==> src/rtl/gf_koa_pkg.sv <==
`default_nettype none
// ============================================================================
// Module   : gf_koa_pkg
// Purpose  : Shared types, constants and the modular fold helper for the
//            GF(2^N) Karatsuba merger datapath.
// Revision : 1.0 - initial release
// ============================================================================
package gf_koa_pkg;

    // Widest operand the fold helper supports; NB_DATA must not exceed it.
    localparam int MAX_NB_DATA = 128;

    // GCM field: x^128 + x^7 + x^2 + x + 1 (low-order part only).
    localparam logic [127:0] GCM_POLY_R = 128'h87;

    // Sub-field order inside one input channel slice, lo in the LSBs.
    localparam int LO_IDX        = 0;
    localparam int HI_IDX        = 1;
    localparam int MID_IDX       = 2;
    localparam int IN_SUBFIELDS  = 3;
    localparam int OUT_SUBFIELDS = 2;

    typedef enum logic {
        MODE_MERGE  = 1'b0,
        MODE_REDUCE = 1'b1
    } koa_mode_e;

    // MSB-first fold of a carry-less product modulo x^nb_data + r.
    // Each set bit i >= nb_data is cleared and replaced by r << (i - nb_data);
    // since deg(r) < nb_data that term never reaches bit i again.
    function automatic logic [MAX_NB_DATA-1:0] clmul_fold(
        input logic [2*MAX_NB_DATA-1:0] p,
        input logic [MAX_NB_DATA-1:0]   r,
        input int                       nb_data
    );
        logic [2*MAX_NB_DATA-1:0] acc;
        acc = p;
        for (int i = 2*MAX_NB_DATA-2; i >= 0; i--) begin
            if (i >= nb_data && i <= 2*nb_data-2 && acc[i]) begin
                acc[i] = 1'b0;
                acc    = acc ^ ({{MAX_NB_DATA{1'b0}}, r} << (i - nb_data));
            end
        end
        return acc[MAX_NB_DATA-1:0];
    endfunction

endpackage
`default_nettype wire

==> src/rtl/gf_2ton_koa_merge_core.sv <==
`default_nettype none
// ============================================================================
// Module   : gf_2ton_koa_merge_core
// Purpose  : Combinational Karatsuba merge of three half-width carry-less
//            partial products into the full 2N-1 bit product.
// Revision : 1.0 - initial release
// ============================================================================
module gf_2ton_koa_merge_core #(
    parameter int NB_DATA = 128
) (
    input  logic [NB_DATA-1:0]   i_lo,
    input  logic [NB_DATA-1:0]   i_hi,
    input  logic [NB_DATA-1:0]   i_mid,
    output logic [2*NB_DATA-1:0] o_product
);

    localparam int H = NB_DATA / 2;

    logic [2*NB_DATA-1:0] w_lo_ext;
    logic [2*NB_DATA-1:0] w_hi_ext;
    logic [2*NB_DATA-1:0] w_mid_ext;
    logic                 w_msb_unused;

    // Partial products are only 2H-1 bits wide; the top sub-field bit is dropped.
    assign w_lo_ext  = {{(NB_DATA+1){1'b0}}, i_lo[NB_DATA-2:0]};
    assign w_hi_ext  = {{(NB_DATA+1){1'b0}}, i_hi[NB_DATA-2:0]};
    assign w_mid_ext = {{(NB_DATA+1){1'b0}}, i_mid[NB_DATA-2:0]};
    assign w_msb_unused = i_lo[NB_DATA-1] ^ i_hi[NB_DATA-1] ^ i_mid[NB_DATA-1];

    // P = hi*x^N + (mid ^ hi ^ lo)*x^H + lo; the top output bit stays 0.
    assign o_product = (w_hi_ext << NB_DATA)
                     ^ ((w_mid_ext ^ w_hi_ext ^ w_lo_ext) << H)
                     ^ w_lo_ext;

endmodule
`default_nettype wire

==> src/rtl/gf_2ton_koa_merger_pipe.sv <==
`default_nettype none
// ============================================================================
// Module   : gf_2ton_koa_merger_pipe
// Purpose  : Multi-channel 2-stage Karatsuba merger with optional reduction
//            modulo x^NB_DATA + POLY_R, valid/ready handshake, flush and an
//            output beat counter.
// Revision : 1.0 - initial release
// ============================================================================
module gf_2ton_koa_merger_pipe
    import gf_koa_pkg::*;
#(
    parameter int                 N_CHANNELS = 3,
    parameter int                 NB_DATA    = 128,
    parameter int                 NB_TAG     = 8,
    parameter logic [NB_DATA-1:0] POLY_R     = GCM_POLY_R[NB_DATA-1:0]
) (
    input  logic                                i_clock,
    input  logic                                i_reset,
    input  logic [N_CHANNELS*3*NB_DATA-1:0]     i_data_bus,
    input  logic                                i_mode,
    input  logic [NB_TAG-1:0]                   i_tag,
    input  logic                                i_valid,
    output logic                                o_ready,
    output logic [N_CHANNELS*2*NB_DATA-1:0]     o_data_bus,
    output logic [NB_TAG-1:0]                   o_tag,
    output logic                                o_valid,
    input  logic                                i_ready,
    input  logic                                i_flush,
    output logic [15:0]                         o_beat_count
);

    localparam int NB_IN_CH  = IN_SUBFIELDS * NB_DATA;
    localparam int NB_OUT_CH = OUT_SUBFIELDS * NB_DATA;
    localparam int NB_OUT    = N_CHANNELS * NB_OUT_CH;

    logic              w_adv1;
    logic              w_adv2;
    logic [NB_OUT-1:0] w_merged;
    logic [NB_OUT-1:0] w_reduced;

    logic              r_s1_valid;
    koa_mode_e         r_s1_mode;
    logic [NB_TAG-1:0] r_s1_tag;
    logic [NB_OUT-1:0] r_s1_data;

    logic              r_s2_valid;
    logic [NB_TAG-1:0] r_s2_tag;
    logic [NB_OUT-1:0] r_s2_data;
    logic [15:0]       r_beat_count;

    // Ready ripples back combinationally from i_ready through both stages.
    assign w_adv2  = ~r_s2_valid | i_ready;
    assign w_adv1  = ~r_s1_valid | w_adv2;
    assign o_ready = w_adv1;

    for (genvar ch = 0; ch < N_CHANNELS; ch++) begin : g_ch
        localparam int IN_BASE  = ch * NB_IN_CH;
        localparam int OUT_BASE = ch * NB_OUT_CH;

        logic [2*MAX_NB_DATA-1:0] w_p_ext;
        logic [MAX_NB_DATA-1:0]   w_r_ext;
        logic [MAX_NB_DATA-1:0]   w_fold;
        logic [NB_OUT_CH-1:0]     w_result;

        gf_2ton_koa_merge_core #(
            .NB_DATA (NB_DATA)
        ) u_core (
            .i_lo      (i_data_bus[IN_BASE + LO_IDX*NB_DATA  +: NB_DATA]),
            .i_hi      (i_data_bus[IN_BASE + HI_IDX*NB_DATA  +: NB_DATA]),
            .i_mid     (i_data_bus[IN_BASE + MID_IDX*NB_DATA +: NB_DATA]),
            .o_product (w_merged[OUT_BASE +: NB_OUT_CH])
        );

        // Stage-2 datapath: fold modulo the field polynomial in reduce mode.
        always_comb begin
            w_p_ext = '0;
            w_p_ext[NB_OUT_CH-1:0] = r_s1_data[OUT_BASE +: NB_OUT_CH];
            w_r_ext = '0;
            w_r_ext[NB_DATA-1:0] = POLY_R;
            w_fold   = clmul_fold(w_p_ext, w_r_ext, NB_DATA);
            w_result = r_s1_data[OUT_BASE +: NB_OUT_CH];
            if (r_s1_mode == MODE_REDUCE) begin
                w_result = {{NB_DATA{1'b0}}, w_fold[NB_DATA-1:0]};
            end
        end

        assign w_reduced[OUT_BASE +: NB_OUT_CH] = w_result;
    end

    // Stage 1: capture merged products with mode and tag on advance.
    always_ff @(posedge i_clock or posedge i_reset) begin
        if (i_reset) begin
            r_s1_valid <= 1'b0;
            r_s1_mode  <= MODE_MERGE;
            r_s1_tag   <= '0;
            r_s1_data  <= '0;
        end else if (i_flush) begin
            r_s1_valid <= 1'b0;
        end else if (w_adv1) begin
            r_s1_valid <= i_valid;
            if (i_valid) begin
                r_s1_mode <= koa_mode_e'(i_mode);
                r_s1_tag  <= i_tag;
                r_s1_data <= w_merged;
            end
        end
    end

    // Stage 2: capture the (optionally reduced) result; holds while stalled.
    always_ff @(posedge i_clock or posedge i_reset) begin
        if (i_reset) begin
            r_s2_valid <= 1'b0;
            r_s2_tag   <= '0;
            r_s2_data  <= '0;
        end else if (i_flush) begin
            r_s2_valid <= 1'b0;
        end else if (w_adv2) begin
            r_s2_valid <= r_s1_valid;
            if (r_s1_valid) begin
                r_s2_tag  <= r_s1_tag;
                r_s2_data <= w_reduced;
            end
        end
    end

    // Count beats taken by the consumer; flush leaves the count alone.
    always_ff @(posedge i_clock or posedge i_reset) begin
        if (i_reset) begin
            r_beat_count <= '0;
        end else if (r_s2_valid && i_ready) begin
            r_beat_count <= r_beat_count + 16'd1;
        end
    end

    assign o_valid      = r_s2_valid;
    assign o_tag        = r_s2_tag;
    assign o_data_bus   = r_s2_data;
    assign o_beat_count = r_beat_count;

endmodule
`default_nettype wire

==> config.mk <==
export PLATFORM = sky130hd
export DESIGN_NAME = gf_2ton_koa_merger_pipe
export DESIGN_NICKNAME = d
export VERILOG_FILES = /design/src/rtl/gf_koa_pkg.sv /design/src/rtl/gf_2ton_koa_merge_core.sv /design/src/rtl/gf_2ton_koa_merger_pipe.sv
export SDC_FILE = /design/constraint.sdc
export NUM_CORES = 2
export LEC_CHECK = 0
export ABC_AREA = 0
export ABC_CLOCK_PERIOD_IN_PS = 145000
export CORE_AREA = 2 2 758 760
export DETAILED_ROUTE_END_ITERATION = 10
export DIE_AREA = 0 0 760 762
export PLACE_DENSITY = 0.41
export SYNTH_ARGS = -nofsm -noshare
export SYNTH_HDL_FRONTEND = slang
export SYNTH_SLANG_ARGS = --single-unit
==> constraint.sdc <==
create_clock -name i_clock -period 145 [get_ports i_clock]
set_clock_uncertainty 0.1 [all_clocks]
set_input_delay 29 -clock i_clock [delete_from_list [all_inputs] [get_ports i_clock]]
set_output_delay 29 -clock i_clock [all_outputs]
set_load 0.01 [all_outputs]
# --- Yosys cells after proc, flatten, opt, wreduce, memory -nomap -nowiden ---
# Cells that the tools add are included.
totals:
  ff_bits: 1571
  inputBits: 1166
  word_cells: 800
classes:
  n_bitwise: 398
  addsub: 1
  n_reduce_logical: 5
  n_mux: 388
op_table:
  columns: ["op", "n"]
  rows:
  - ["4-bit inverter", 381]
  - ["256-bit 2-to-1 mux", 3]
  - ["255-bit by 256-bit XOR with 256-bit output", 3]
  - ["256-bit by 127-bit XOR with 256-bit output", 3]
  - ["192-bit by 127-bit XOR with 192-bit output", 3]
  - ["134-bit 2-to-1 mux", 3]
  - ["133-bit 2-to-1 mux", 3]
  - ["132-bit 2-to-1 mux", 3]
  - ["131-bit 2-to-1 mux", 3]
  - ["130-bit 2-to-1 mux", 3]
  - ["129-bit 2-to-1 mux", 3]
  - ["128-bit 2-to-1 mux", 3]
  - ["127-bit 2-to-1 mux", 3]
  - ["127-bit XOR", 3]
  - ["126-bit 2-to-1 mux", 3]
  - ["125-bit 2-to-1 mux", 3]
  - ["124-bit 2-to-1 mux", 3]
  - ["123-bit 2-to-1 mux", 3]
  - ["122-bit 2-to-1 mux", 3]
  - ["121-bit 2-to-1 mux", 3]
  - ["120-bit 2-to-1 mux", 3]
  - ["119-bit 2-to-1 mux", 3]
  - ["118-bit 2-to-1 mux", 3]
  - ["117-bit 2-to-1 mux", 3]
  - ["116 further kinds", 342]

# --- Logic depth before layout (Yosys ltp) ---
depth:
  ltp_word: 255
  ltp_mapped: 9

# --- Modules after synthesis ---
# A second synthesis with hierarchy kept.
unflattened:
  cells_unflattened: 8161
  area_unflattened_um2: 87077.3
by_module_without_submodules:
  columns: ["module", "seq_area_each_um2", "n_inst", "area_each_um2", "cells_per_inst"]
  rows:
  - ["gf_2ton_koa_merger_pipe", 39312.7, 1, 75831.5, 6820]
  - ["gf_2ton_koa_merge_core", 0.0, 3, 3748.6, 447]

# --- Least setup slack after synthesis ---
# No wires, ideal clock.
synth_path:
  kind: "input to output"
  from: "input port i_ready"
  to: "output port o_ready"
  n_path_buf: 0
  arrival_ns: 29.278
  required_time_ns: 115.900
  stages: 2
  path_slack_ns: 86.622
  cell_sequence: "nor2b_2 > nand2_1"
synth_between:
  elab_chain_cells: 2
synth_lines:
  columns: ["item", "line_no", "text"]
  rows:
  - ["start: declaration", "gf_2ton_koa_merger_pipe.sv:27", "input logic i_ready,"]
  - ["1-bit bitwise OR", "gf_2ton_koa_merger_pipe.sv:52", "assign w_adv2 = ~r_s2_valid | i_ready;"]
  - ["1-bit bitwise OR", "gf_2ton_koa_merger_pipe.sv:53", "assign w_adv1 = ~r_s1_valid | w_adv2;"]
  - ["end: declaration", "gf_2ton_koa_merger_pipe.sv:23", "output logic o_ready,"]
# No other way between the ends.

# --- Worst setup path after layout ---
# Same ends and word-level chain as after synthesis.

==> flow_summary.json <==
{
  "routedWlPerCell_um": 27.19,
  "root_buffer": "clkbuf_16",
  "cts_buffers": 205,
  "cts_repair_resize_count": 0,
  "critPathBufInv": 2,
  "pwr-share-comb_pct": 35.4,
  "crit_path_end_kind": "primary output",
  "die_w_um": 760,
  "fin_util_pct": 20.06,
  "synth-edff-count": 0,
  "async_flop_share_pct": 100.0,
  "cap_violations": 0,
  "die_h_um": 762,
  "cts_setup_buffers": 0,
  "critical_path_depth": 4,
  "clkPwrFrac_pct": 28.9,
  "drive_gt1_share_pct": 4.212,
  "cts.clk_slew.worst_paths_ns": 0.05,
  "path_delay_family": "buffers and inverters",
  "synth_top_area_share_pct": 48.23,
  "grt_max_degree": 196,
  "crit_path_start_kind": "input port",
  "crit_start": "i_ready",
  "period_needed_ns": 59.86,
  "p_int_mw": 1.132,
  "seq_area_frac_synth_pct": 48.23,
  "dr.pass1.iters": 5,
  "core_area_um2": 571100,
  "wl_um": 493800,
  "grtUsageTotal_pct": 16.44,
  "ant_nets": 0,
  "synth_compound_area_share_pct": 7.640,
  "drcViolationCount": 0,
  "tightest_slew_ns": 1.260,
  "tns_ns": 0,
  "r2r-start": "o_valid",
  "ys.flop_type": "dfrtp_1",
  "path_cells": "clkdlybuf4s50_1, nor2b_2, nand2_1, clkdlybuf4s50_1",
  "r2r-end": "r_s1_data[640]",
  "fmax_mhz": 16.70,
  "clk_latency_ns": 0.93,
  "ys_top_cells_by_area": "dfrtp_1, xnor2_1, nand2_1",
  "cp_max_fo": 6,
  "status": "finished clean",
  "muxShareOfSynthArea_pct": 0.1880,
  "cts_tree": "done",
  "synth_fa_ha_area_share_pct": 0.01541,
  "first_iter_violations": 5150,
  "power-per-cell-area_nw_per_um2": 16.18,
  "grt_pass1_vias": 68050,
  "grt-ovfl-total": 0,
  "cts_hold_buffers": 0,
  "yosysMostFrequentCell": "nand2_1",
  "synth_top_family_by_area": "XOR/XNOR gates",
  "clock_path_buffers": 4,
  "die-area_um2": 579100,
  "ys_warn_count": 0,
  "power.leakage_nw": 46.76,
  "peakVddDrop_mv": 0.008452,
  "swShare_pct": 38.92,
  "portBuffers": 1947,
  "drv_slew": 0,
  "setup_violations": 0,
  "arrival_ns": 30.76,
  "crit_top_cell": "clkdlybuf4s50_1",
  "crit_path_top_delay_cell": "clkdlybuf4s50_1",
  "slew_headroom_pct": 15.61,
  "ys_ff_latch": 1565,
  "totalPowerFinal_mw": 1.853,
  "place.gp.congestion": 0.8952,
  "finalHoldViolCount": 0,
  "grt_antenna_before_repair": 50,
  "area_growth_pct": 41.08,
  "yosysUniqueCellTypes": 43,
  "p_seq_share_pct": 35.7,
  "ios": 1960,
  "rr_worst_depth": 10,
  "finalHoldWorstSlack_ns": 0.3618,
  "critPathCapture": "o_ready",
  "regToRegSetupSlack_ns": 137.18,
  "path_class": "in -> out",
  "synthSimpleGateAreaFrac_pct": 18.32,
  "critPathMaxStageDelay_ns": 0.74,
  "grt_pass1_wl_um": 649900,
  "clock-sinks": 1565,
  "vias": 68930,
  "dpl.hpwl_um": 401700,
  "fin_nets": 11590,
  "synth.avg_cell_area_um2": 9.018,
  "vias_per_cell": 3.795,
  "syn-cell-area_um2": 81200,
  "yosys.area.top_type": "dfrtp_1",
  "rsz0062_at_grt": "false",
  "row_count": 278,
  "min_period_over_period_pct": 41.29,
  "synthXorXnorAreaFrac_pct": 21.33,
  "h-tree-depth": 4,
  "p_switching_mw": 0.7212,
  "cp_data_required_time_ns": 115.90,
  "min_path_type": "reg -> reg",
  "synth_cells": 9004,
  "start_util_pct": 14.22,
  "synth_common_cells": "nand2_1, dfrtp_1, xnor2_1, xor2_1, clkbuf_1"
}
==> layer usage <==
| metal | up-vias | GRT usage [%] | share of wire [%] |
|---|---|---|---|
| li1 | 31910 | - | - |
| met1 | 34330 | 20.60 | 42 |
| met2 | 2259 | 26.77 | 46 |
| met3 | 432 | 5.825 | 9.1 |
| met4 | 10 | 4.206 | 2.9 |
| met5 | - | 0 | 0.012 |
==> sequential cells by signal, summed over array words and instances (netlist names) <==
name          flops
o_valid           1
r_s1_valid        1
r_s1_data       765
o_data_bus      765
o_beat_count     16
r_s1_tag          8
r_s1_mode         1
o_tag             8
==> cell usage in the layout (no fill, tap or decap), types with 365 or more instances in the layout <==
cell type,instances
dfrtp_1,1564
o21ai_1,376
o21ai_0,374
a31oi_1,366
or3_1,365
nor2_1,375
clkdlybuf4s50_1,1947
xor2_1,584
xnor2_1,1276
nand2_1,2357
nand3_1,400
==> power by group through the flow <==
stage,registers (mW),clock network [mW],logic [mW]
2_1_floorplan,0.611,0,0.323
3_3_place_gp,0.668,0,0.666
3_5_place_dp,0.670,0,0.667
4_1_cts,0.663,0.553,0.670
5_1_grt,0.673,0.568,0.711
6_report,0.662,0.536,0.656
==> metrics by stage <==
step	cell area, um2	worst slack (ns)	std cells
after floorplan	81200	71.74	9006
after CTS	114500	85.10	18150
after global routing	114500	85.06	18160
final	114600	85.14	18160
after global placement	107600	85.12	17780
after detailed placement	107600	85.10	17780
==> tightest hold or removal path, cell delays in order (launching register included) <==
cell and delay [ns]:
dfrtp_1 0.34, nand2_1 0.05, nand2_1 0.05
==> how the worst min path moves through the flow <==
stage / from / endpoint / slack [ns] / depth (start not counted)
floorplan: r_s1_tag[0] / o_tag[0] / 0.34 / 2
global placement: o_data_bus[138] / o_data_bus[138] / 0.35 / 2
detailed placement: o_data_bus[722] / o_data_bus[722] / 0.36 / 2
CTS: o_data_bus[722] / o_data_bus[722] / 0.37 / 2
global route: o_data_bus[146] / o_data_bus[146] / 0.38 / 2
finish: o_data_bus[722] / o_data_bus[722] / 0.36 / 2
==> cells by family (layout without fill, tap and decap cells) <==
kind of cell    Yosys count  in the layout
xor+xnor               1911           1911
compound gates         1134           1134
flops                  1565           1565
mux                      15             15
fa+ha+maj                 1              1
other cells               1             17
buf+inv                 833           2417
simple gates           3544           3544
==> cell type report <==
type                            instances  area, um2
Clock buffer                          312       6155
Fill cell                           63600     456600
Inverter                                6      37.54
Antenna cell                           14      35.03
Sequential cell                      1565      39160
Multi-Input combinational cell       6608      38660
Timing Repair Buffer                 2036      20290
Tap cell                             7560       9459
Clock inverter                         63      748.2
No activity file was read; power rests on OpenSTA's default activity.
